===== src/rtl/pe_operand_issuer_if.sv =====
// rtl/pe_operand_issuer_if.sv - operand streams, op control and PE-side bundle for the issuer
interface pe_operand_issuer_if #(
  parameter int DWIDTH       = 64,
  parameter int MAX_INFLIGHT = 16
);
  localparam int IW = $clog2(MAX_INFLIGHT + 1);

  logic [DWIDTH-1:0] s_inp1_tdata;
  logic              s_inp1_tvalid;
  logic              s_inp1_tready;
  logic [DWIDTH-1:0] s_inp2_tdata;
  logic              s_inp2_tvalid;
  logic              s_inp2_tready;
  logic [1:0]        cfg_op;
  logic              cfg_op_valid;
  logic              cfg_op_ready;
  logic [DWIDTH-1:0] inp1;
  logic [DWIDTH-1:0] inp2;
  logic              t_valid_inp1;
  logic              t_valid_inp2;
  logic [1:0]        op;
  logic              pe_result_valid;
  logic [IW-1:0]     inflight;
  logic              err_underflow;

  modport master (
    output s_inp1_tdata, s_inp1_tvalid, s_inp2_tdata, s_inp2_tvalid,
    output cfg_op, cfg_op_valid, pe_result_valid,
    input  s_inp1_tready, s_inp2_tready, cfg_op_ready,
    input  inp1, inp2, t_valid_inp1, t_valid_inp2, op, inflight, err_underflow
  );

  modport slave (
    input  s_inp1_tdata, s_inp1_tvalid, s_inp2_tdata, s_inp2_tvalid,
    input  cfg_op, cfg_op_valid, pe_result_valid,
    output s_inp1_tready, s_inp2_tready, cfg_op_ready,
    output inp1, inp2, t_valid_inp1, t_valid_inp2, op, inflight, err_underflow
  );
endinterface


===== src/rtl/pe_operand_issuer.sv =====
// rtl/pe_operand_issuer.sv - pairs two operand FIFOs and issues aligned pairs to the PE
module pe_operand_issuer #(
  parameter int DWIDTH       = 64,
  parameter int FIFO_DEPTH   = 4,
  parameter int MAX_INFLIGHT = 16
) (
  input logic               clk,
  input logic               rst,
  pe_operand_issuer_if.slave bus
);
  localparam int AW = $clog2(FIFO_DEPTH);
  localparam int PW = AW + 1;
  localparam int IW = $clog2(MAX_INFLIGHT + 1);
  localparam logic [IW-1:0] MAX_CNT = IW'(MAX_INFLIGHT);

  typedef enum logic [1:0] {RUN = 2'd0, DRAIN = 2'd1, LOAD = 2'd2} state_t;

  state_t            state_q;
  logic [DWIDTH-1:0] mem1_q [FIFO_DEPTH];
  logic [DWIDTH-1:0] mem2_q [FIFO_DEPTH];
  logic [PW-1:0]     wp1_q, rp1_q, wp2_q, rp2_q;
  logic              full1, full2, empty1, empty2, push1, push2;
  logic              op_change, issue;
  logic [DWIDTH-1:0] inp1_q, inp2_q;
  logic              tvalid_q, ready_q, err_q, err_d;
  logic [1:0]        op_q;
  logic [IW-1:0]     inflight_q, inflight_d;

  // Extra pointer MSB distinguishes full from empty when the index bits match.
  assign full1  = (wp1_q[AW] != rp1_q[AW]) && (wp1_q[AW-1:0] == rp1_q[AW-1:0]);
  assign full2  = (wp2_q[AW] != rp2_q[AW]) && (wp2_q[AW-1:0] == rp2_q[AW-1:0]);
  assign empty1 = (wp1_q == rp1_q);
  assign empty2 = (wp2_q == rp2_q);
  assign push1  = bus.s_inp1_tvalid && !full1;
  assign push2  = bus.s_inp2_tvalid && !full2;

  assign op_change = (state_q == RUN) && bus.cfg_op_valid && (bus.cfg_op != op_q);
  assign issue     = (state_q == RUN) && !op_change && !empty1 && !empty2 &&
                     (inflight_q < MAX_CNT);

  always_ff @(posedge clk) begin
    if (push1) mem1_q[wp1_q[AW-1:0]] <= bus.s_inp1_tdata;
    if (push2) mem2_q[wp2_q[AW-1:0]] <= bus.s_inp2_tdata;
  end

  always_ff @(posedge clk) begin
    if (rst) begin
      wp1_q <= '0;
      rp1_q <= '0;
      wp2_q <= '0;
      rp2_q <= '0;
    end else begin
      if (push1) wp1_q <= wp1_q + PW'(1);
      if (push2) wp2_q <= wp2_q + PW'(1);
      if (issue) begin
        rp1_q <= rp1_q + PW'(1);
        rp2_q <= rp2_q + PW'(1);
      end
    end
  end

  always_ff @(posedge clk) begin
    if (rst) begin
      inp1_q   <= '0;
      inp2_q   <= '0;
      tvalid_q <= 1'b0;
    end else begin
      tvalid_q <= issue;
      if (issue) begin
        inp1_q <= mem1_q[rp1_q[AW-1:0]];
        inp2_q <= mem2_q[rp2_q[AW-1:0]];
      end
    end
  end

  // A return with nothing outstanding is flagged and never wraps the counter.
  always_comb begin
    inflight_d = inflight_q;
    err_d      = err_q;
    if (issue && !bus.pe_result_valid) begin
      inflight_d = inflight_q + IW'(1);
    end else if (!issue && bus.pe_result_valid) begin
      if (inflight_q == '0) err_d = 1'b1;
      else                  inflight_d = inflight_q - IW'(1);
    end
  end

  always_ff @(posedge clk) begin
    if (rst) begin
      inflight_q <= '0;
      err_q      <= 1'b0;
    end else begin
      inflight_q <= inflight_d;
      err_q      <= err_d;
    end
  end

  // The ready guard keeps a still-held request from pulsing twice.
  always_ff @(posedge clk) begin
    if (rst) begin
      state_q <= RUN;
      op_q    <= 2'b00;
      ready_q <= 1'b0;
    end else begin
      ready_q <= 1'b0;
      case (state_q)
        RUN: begin
          if (op_change) state_q <= DRAIN;
          else if (bus.cfg_op_valid && !ready_q) ready_q <= 1'b1;
        end
        DRAIN: begin
          if (inflight_q == '0 && !tvalid_q) state_q <= LOAD;
        end
        LOAD: begin
          op_q    <= bus.cfg_op;
          ready_q <= 1'b1;
          state_q <= RUN;
        end
        default: state_q <= RUN;
      endcase
    end
  end

  assign bus.s_inp1_tready = !full1;
  assign bus.s_inp2_tready = !full2;
  assign bus.inp1          = inp1_q;
  assign bus.inp2          = inp2_q;
  assign bus.t_valid_inp1  = tvalid_q;
  assign bus.t_valid_inp2  = tvalid_q;
  assign bus.op            = op_q;
  assign bus.cfg_op_ready  = ready_q;
  assign bus.inflight      = inflight_q;
  assign bus.err_underflow = err_q;
endmodule


===== src/flat_wrapper.sv =====
// flat-port wrapper written by rule: the top's interface ports become plain ports
module pe_operand_issuer_flat 
#(
  parameter int DWIDTH       = 64,
  parameter int FIFO_DEPTH   = 4,
  parameter int MAX_INFLIGHT = 16
)
  (clk, rst, bus_s_inp1_tdata, bus_s_inp1_tvalid, bus_s_inp2_tdata, bus_s_inp2_tvalid, bus_cfg_op, bus_cfg_op_valid, bus_pe_result_valid, bus_s_inp1_tready, bus_s_inp2_tready, bus_cfg_op_ready, bus_inp1, bus_inp2, bus_t_valid_inp1, bus_t_valid_inp2, bus_op, bus_inflight, bus_err_underflow);
  pe_operand_issuer_if #(.DWIDTH(DWIDTH), .MAX_INFLIGHT(MAX_INFLIGHT)) bus_i ();
  input logic clk;
  input logic rst;
  input wire logic [$bits(bus_i.s_inp1_tdata)-1:0] bus_s_inp1_tdata;
  input wire logic [$bits(bus_i.s_inp1_tvalid)-1:0] bus_s_inp1_tvalid;
  input wire logic [$bits(bus_i.s_inp2_tdata)-1:0] bus_s_inp2_tdata;
  input wire logic [$bits(bus_i.s_inp2_tvalid)-1:0] bus_s_inp2_tvalid;
  input wire logic [$bits(bus_i.cfg_op)-1:0] bus_cfg_op;
  input wire logic [$bits(bus_i.cfg_op_valid)-1:0] bus_cfg_op_valid;
  input wire logic [$bits(bus_i.pe_result_valid)-1:0] bus_pe_result_valid;
  output wire logic [$bits(bus_i.s_inp1_tready)-1:0] bus_s_inp1_tready;
  output wire logic [$bits(bus_i.s_inp2_tready)-1:0] bus_s_inp2_tready;
  output wire logic [$bits(bus_i.cfg_op_ready)-1:0] bus_cfg_op_ready;
  output wire logic [$bits(bus_i.inp1)-1:0] bus_inp1;
  output wire logic [$bits(bus_i.inp2)-1:0] bus_inp2;
  output wire logic [$bits(bus_i.t_valid_inp1)-1:0] bus_t_valid_inp1;
  output wire logic [$bits(bus_i.t_valid_inp2)-1:0] bus_t_valid_inp2;
  output wire logic [$bits(bus_i.op)-1:0] bus_op;
  output wire logic [$bits(bus_i.inflight)-1:0] bus_inflight;
  output wire logic [$bits(bus_i.err_underflow)-1:0] bus_err_underflow;
  assign bus_i.s_inp1_tdata = bus_s_inp1_tdata;
  assign bus_i.s_inp1_tvalid = bus_s_inp1_tvalid;
  assign bus_i.s_inp2_tdata = bus_s_inp2_tdata;
  assign bus_i.s_inp2_tvalid = bus_s_inp2_tvalid;
  assign bus_i.cfg_op = bus_cfg_op;
  assign bus_i.cfg_op_valid = bus_cfg_op_valid;
  assign bus_i.pe_result_valid = bus_pe_result_valid;
  assign bus_s_inp1_tready = bus_i.s_inp1_tready;
  assign bus_s_inp2_tready = bus_i.s_inp2_tready;
  assign bus_cfg_op_ready = bus_i.cfg_op_ready;
  assign bus_inp1 = bus_i.inp1;
  assign bus_inp2 = bus_i.inp2;
  assign bus_t_valid_inp1 = bus_i.t_valid_inp1;
  assign bus_t_valid_inp2 = bus_i.t_valid_inp2;
  assign bus_op = bus_i.op;
  assign bus_inflight = bus_i.inflight;
  assign bus_err_underflow = bus_i.err_underflow;
  pe_operand_issuer #(.DWIDTH(DWIDTH), .FIFO_DEPTH(FIFO_DEPTH), .MAX_INFLIGHT(MAX_INFLIGHT)) u_core (.clk(clk), .rst(rst), .bus(bus_i));
endmodule

===== config.mk =====
export PLATFORM = sky130hd
export DESIGN_NAME = pe_operand_issuer_flat
export DESIGN_NICKNAME = d
export VERILOG_FILES = /design/src/rtl/pe_operand_issuer_if.sv /design/src/rtl/pe_operand_issuer.sv /design/src/flat_wrapper.sv
export SDC_FILE = /design/constraint.sdc
export NUM_CORES = 1
export LEC_CHECK = 0
export CAP_MARGIN = 10
export CORE_MARGIN = 1
export CORE_UTILIZATION = 45
export DETAILED_ROUTE_END_ITERATION = 10
export PLACE_DENSITY = 0.66
export SYNTH_ARGS = -nofsm -noshare
export SYNTH_HDL_FRONTEND = slang
export SYNTH_SLANG_ARGS = --single-unit

===== constraint.sdc =====
create_clock -name clk -period 3.4 [get_ports clk]
set_input_delay 0.51 -clock clk [delete_from_list [all_inputs] [get_ports clk]]
set_output_delay 0.51 -clock clk [all_outputs]
set_load 0.005 [all_outputs]

==> summary.txt <==
Critical path
  – Crit-path max FO: 56
  – CP arrival: roughly 3.6 ns
  – CP Capture Type: register
  – R2r worst-path depth: 8
  – CP Launch Type: register
  – Data required, critical path: slightly below 4 ns
  – Critical path class: register to register

Floorplanning
  – Initial core utilization: 45.91%
  – Die width: between 200 and 250 microns
  – Die Ht: approximately 240 microns
  – Io pins: ~280
  – Core Box Area: around 56000 sq um
  – Rows: 86
  – Full die area: 57710 sq um

Synth
  – Top FF cell, synth: edfxtp_1
  – Syn Inst Count: 1386
  – Post-synth net total: 1538
  – Avg Inst Size Synth: roughly 18 sq um
  – Cell Area, Synth: 25540 sq um
  – Post-synth EDFFs: 512
  – Synth cell types: 39
  – Post-synth top area cell: edfxtp_1
  – Synth async-reset ratio: 0%
  – Synthesis-stage register bit count: 664
  – Count leader, synth: edfxtp_1
  – Post-synth top area share: roughly 60%
  – Yosys warns: 0
  – Synth area leaders: edfxtp_1 (60%), dfxtp_1 (12%), mux4_2 (11%)
  – Register area share after synthesis: roughly 70%
  – Top post-synthesis cells by count: edfxtp_1 (512), nand2b_1 (262), dfxtp_1 (152)

STA
  – Pins Over Slew Limit: 0
  – Max Clk Rate: around 330 MHz
  – RSZ-0062 raised after global routing: false
  – Final Hold Viols: 0
  – Tcrit/Tclk final: between 90 and 100%
  – Relative slew margins: a little under a third
  – Worst Setup Slack, final: 0.3282 ns
  – Worst-Margin Slew: about 1.0 ns
  – Final Setup Violations: 0
  – Tmin final: around 3.1 ns
  – Layout Skew: roughly 0.011 ns

Placement
  – Setup WS pre-CTS: -0.4001 ns
  – Placed cells: 2374
  – Port bufs: approximately 280
  – Routability cong.: 0.7231
  – Hpwl dp: about 31 mm
  – DP Area: 29330 sq um

Power and ir drop
  – PwrDens: 608.8 nW/um^2
  – P_int: ~15 mW
  – Net Switching: 4.282 mW
  – VDD IR max: around 0.41 mV
  – Reg power frac: a little under 50%
  – Clock power frac: 39.3%
  – Static Leak: between 10 and 15 nW
  – Sw frac: 22.22%
  – Combinational share of power: around an eighth

Global routing
  – GRT Residual Overflow: 0
  – Vias in the first global route: around 13000
  – Largest net degree at the start of global routing: 118
  – First-pass GRT wire length: roughly 80 mm
  – Initial antenna violation count: 7
  – Total GRT Usage: between 15 and 20%

Route
  – WL/cell: around 21 microns
  – Vias per cell: 5.116
  – Vias: 12841
  – Pre-antenna DRT Iters: 5
  – WL final: between 50 and 60 mm
  – 1st-iter DRT viols: ~550
  – Antenna-violating nets left: 0
  – DR DRC count: 0

Clocking
  – CTS Buffer Depth: 3
  – Worst-path clk slew: roughly 0.06 ns
  – # hold bufs at CTS: 0
  – Root buf cell: clkbuf_16
  – # clock sinks: 664
  – H-tree depth: 3
  – Clock Latency Late Sink: ~0.59 ns
  – CTS tree: built
  – TritonCTS Buffers: 71

Layout
  – Share of cells above drive strength 1: about 17%
  – Layout area overhead: 23.93%
  – Fin area: around 32000 sq um
  – Fin cells: between 2000 and 3000
  – Final layout net count: about 1900

Hold path
  – Depth of the worst hold-timing path: 2
  – Hold Path Class: input port to register

Status
  – Status: finished clean

Run
  – Max-cap violations: 0
-- worst paths after layout --
path	startpoint	end	slack (ns)
hold / removal	rst	u_core.bus.err_underflow	0.44
setup / recovery	u_core.rp1_q[2]	u_core.bus.err_underflow	0.33
hold reg to reg	u_core.bus.err_underflow	u_core.bus.err_underflow	0.45
setup reg to reg	u_core.rp1_q[2]	u_core.bus.err_underflow	0.33
-- flip-flops by register name, indices dropped and copies added, names as in the netlist --
signal                    flops
u_core.mem1_q               256
u_core.bus.t_valid_inp1       1
u_core.bus.inp1              64
u_core.bus.inp2              64
u_core.mem2_q               256
u_core.wp2_q                  3
u_core.bus.cfg_op_ready       1
u_core.state_q                2
u_core.rp1_q                  3
u_core.bus.err_underflow      1
u_core.bus.inflight           5
u_core.wp1_q                  3
u_core.bus.op                 2
u_core.rp2_q                  3
-- cells by family (layout without fill, tap and decap cells) --
logic type,count (synthesis),count (layout),share of synthesized area (%)
other,0,4,0
adders and majority gates,16,16,0.8133
xor gates and xnor gates,13,13,0.4458
AOI/OAI and AO/OA,13,13,0.3674
DFF,664,664,72.11
buffers and inverters,88,460,1.715
muxes,269,269,16.83
and+or+nand+nor,323,323,7.711
-- layer usage --
layer | share of wire, % | track usage [%] | up-vias
li1 | - | - | 5919
met1 | 42 | 23.44 | 6566
met2 | 51 | 30.51 | 263
met3 | 4.8 | 3.720 | 85
met4 | 2.2 | 6.408 | 8
met5 | 0.11 | 0 | -
-- cells in the final DEF (no fill, tap or decap), types with 3 or more instances in the layout --
cell,instances
a21oi_1,3
and2_4,8
buf_12,11
buf_4,30
bufinv_16,5
clkbuf_1,18
clkbuf_16,75
clkbuf_8,4
clkdlybuf4s50_1,275
clkinv_1,13
clkinv_2,11
clkinvlp_4,3
dfxtp_1,148
dfxtp_4,4
diode_2,4
edfxtp_1,512
ha_1,15
inv_1,9
inv_6,4
mux2_2,4
mux2i_1,137
mux4_2,128
nand2b_1,262
nand3b_1,4
nor2_1,20
nor2b_1,5
nor3_1,6
or3_1,4
xnor2_1,4
xor2_1,9
-- stage by stage --
stage                     hold WS [ns]  total power, mW  util [%]  TNS [ns]
after floorplan                 0.4420            10.95         -         0
after global placement          0.4460            11.86     52.72    -6.999
after detailed placement        0.4416            11.92     52.72    -10.38
after CTS                       0.4148            19.53     56.87         0
after global routing            0.4645            20.01     56.89         0
final                           0.4367            19.27     56.90         0
-- timing repair --
action,CTS,global route
resized for setup,0,1
setup endpoints to repair,0,22
endpoints found under the hold margin,0,0
buffers inserted,0,0
-- power groups by stage --
stage / Sequential, mW / Clock [mW] / Combinational [mW]
finish: 9.44 / 7.57 / 2.26
CTS: 9.44 / 7.77 / 2.32
global route: 9.48 / 8.05 / 2.47
floorplan: 9.60 / 0 / 1.35
detailed placement: 9.61 / 0 / 2.31
global placement: 9.59 / 0 / 2.28
-- worst max-delay path, stage by stage (launching register included) --
cell	delay, ns
dfxtp_1	0.32
xnor2_1	0.23
nor3b_1	0.38
or4_4	0.21
buf_4	0.56
buf_6	0.62
ha_1	0.27
nand2_1	0.05
a21oi_1	0.13
-- layout make-up --
| class | instances | area, sq um |
|---|---|---|
| tap | 748 | 935.9 |
| timing repair buffer | 318 | 3221 |
| clock inverter | 35 | 307.8 |
| sequential | 664 | 18430 |
| multi-input combinational | 634 | 6708 |
| inverter | 10 | 37.54 |
| fill | 4273 | 23980 |
| antenna | 4 | 10.01 |
| clock buffer | 97 | 1999 |
No activity file was read; power rests on OpenSTA's default activity.
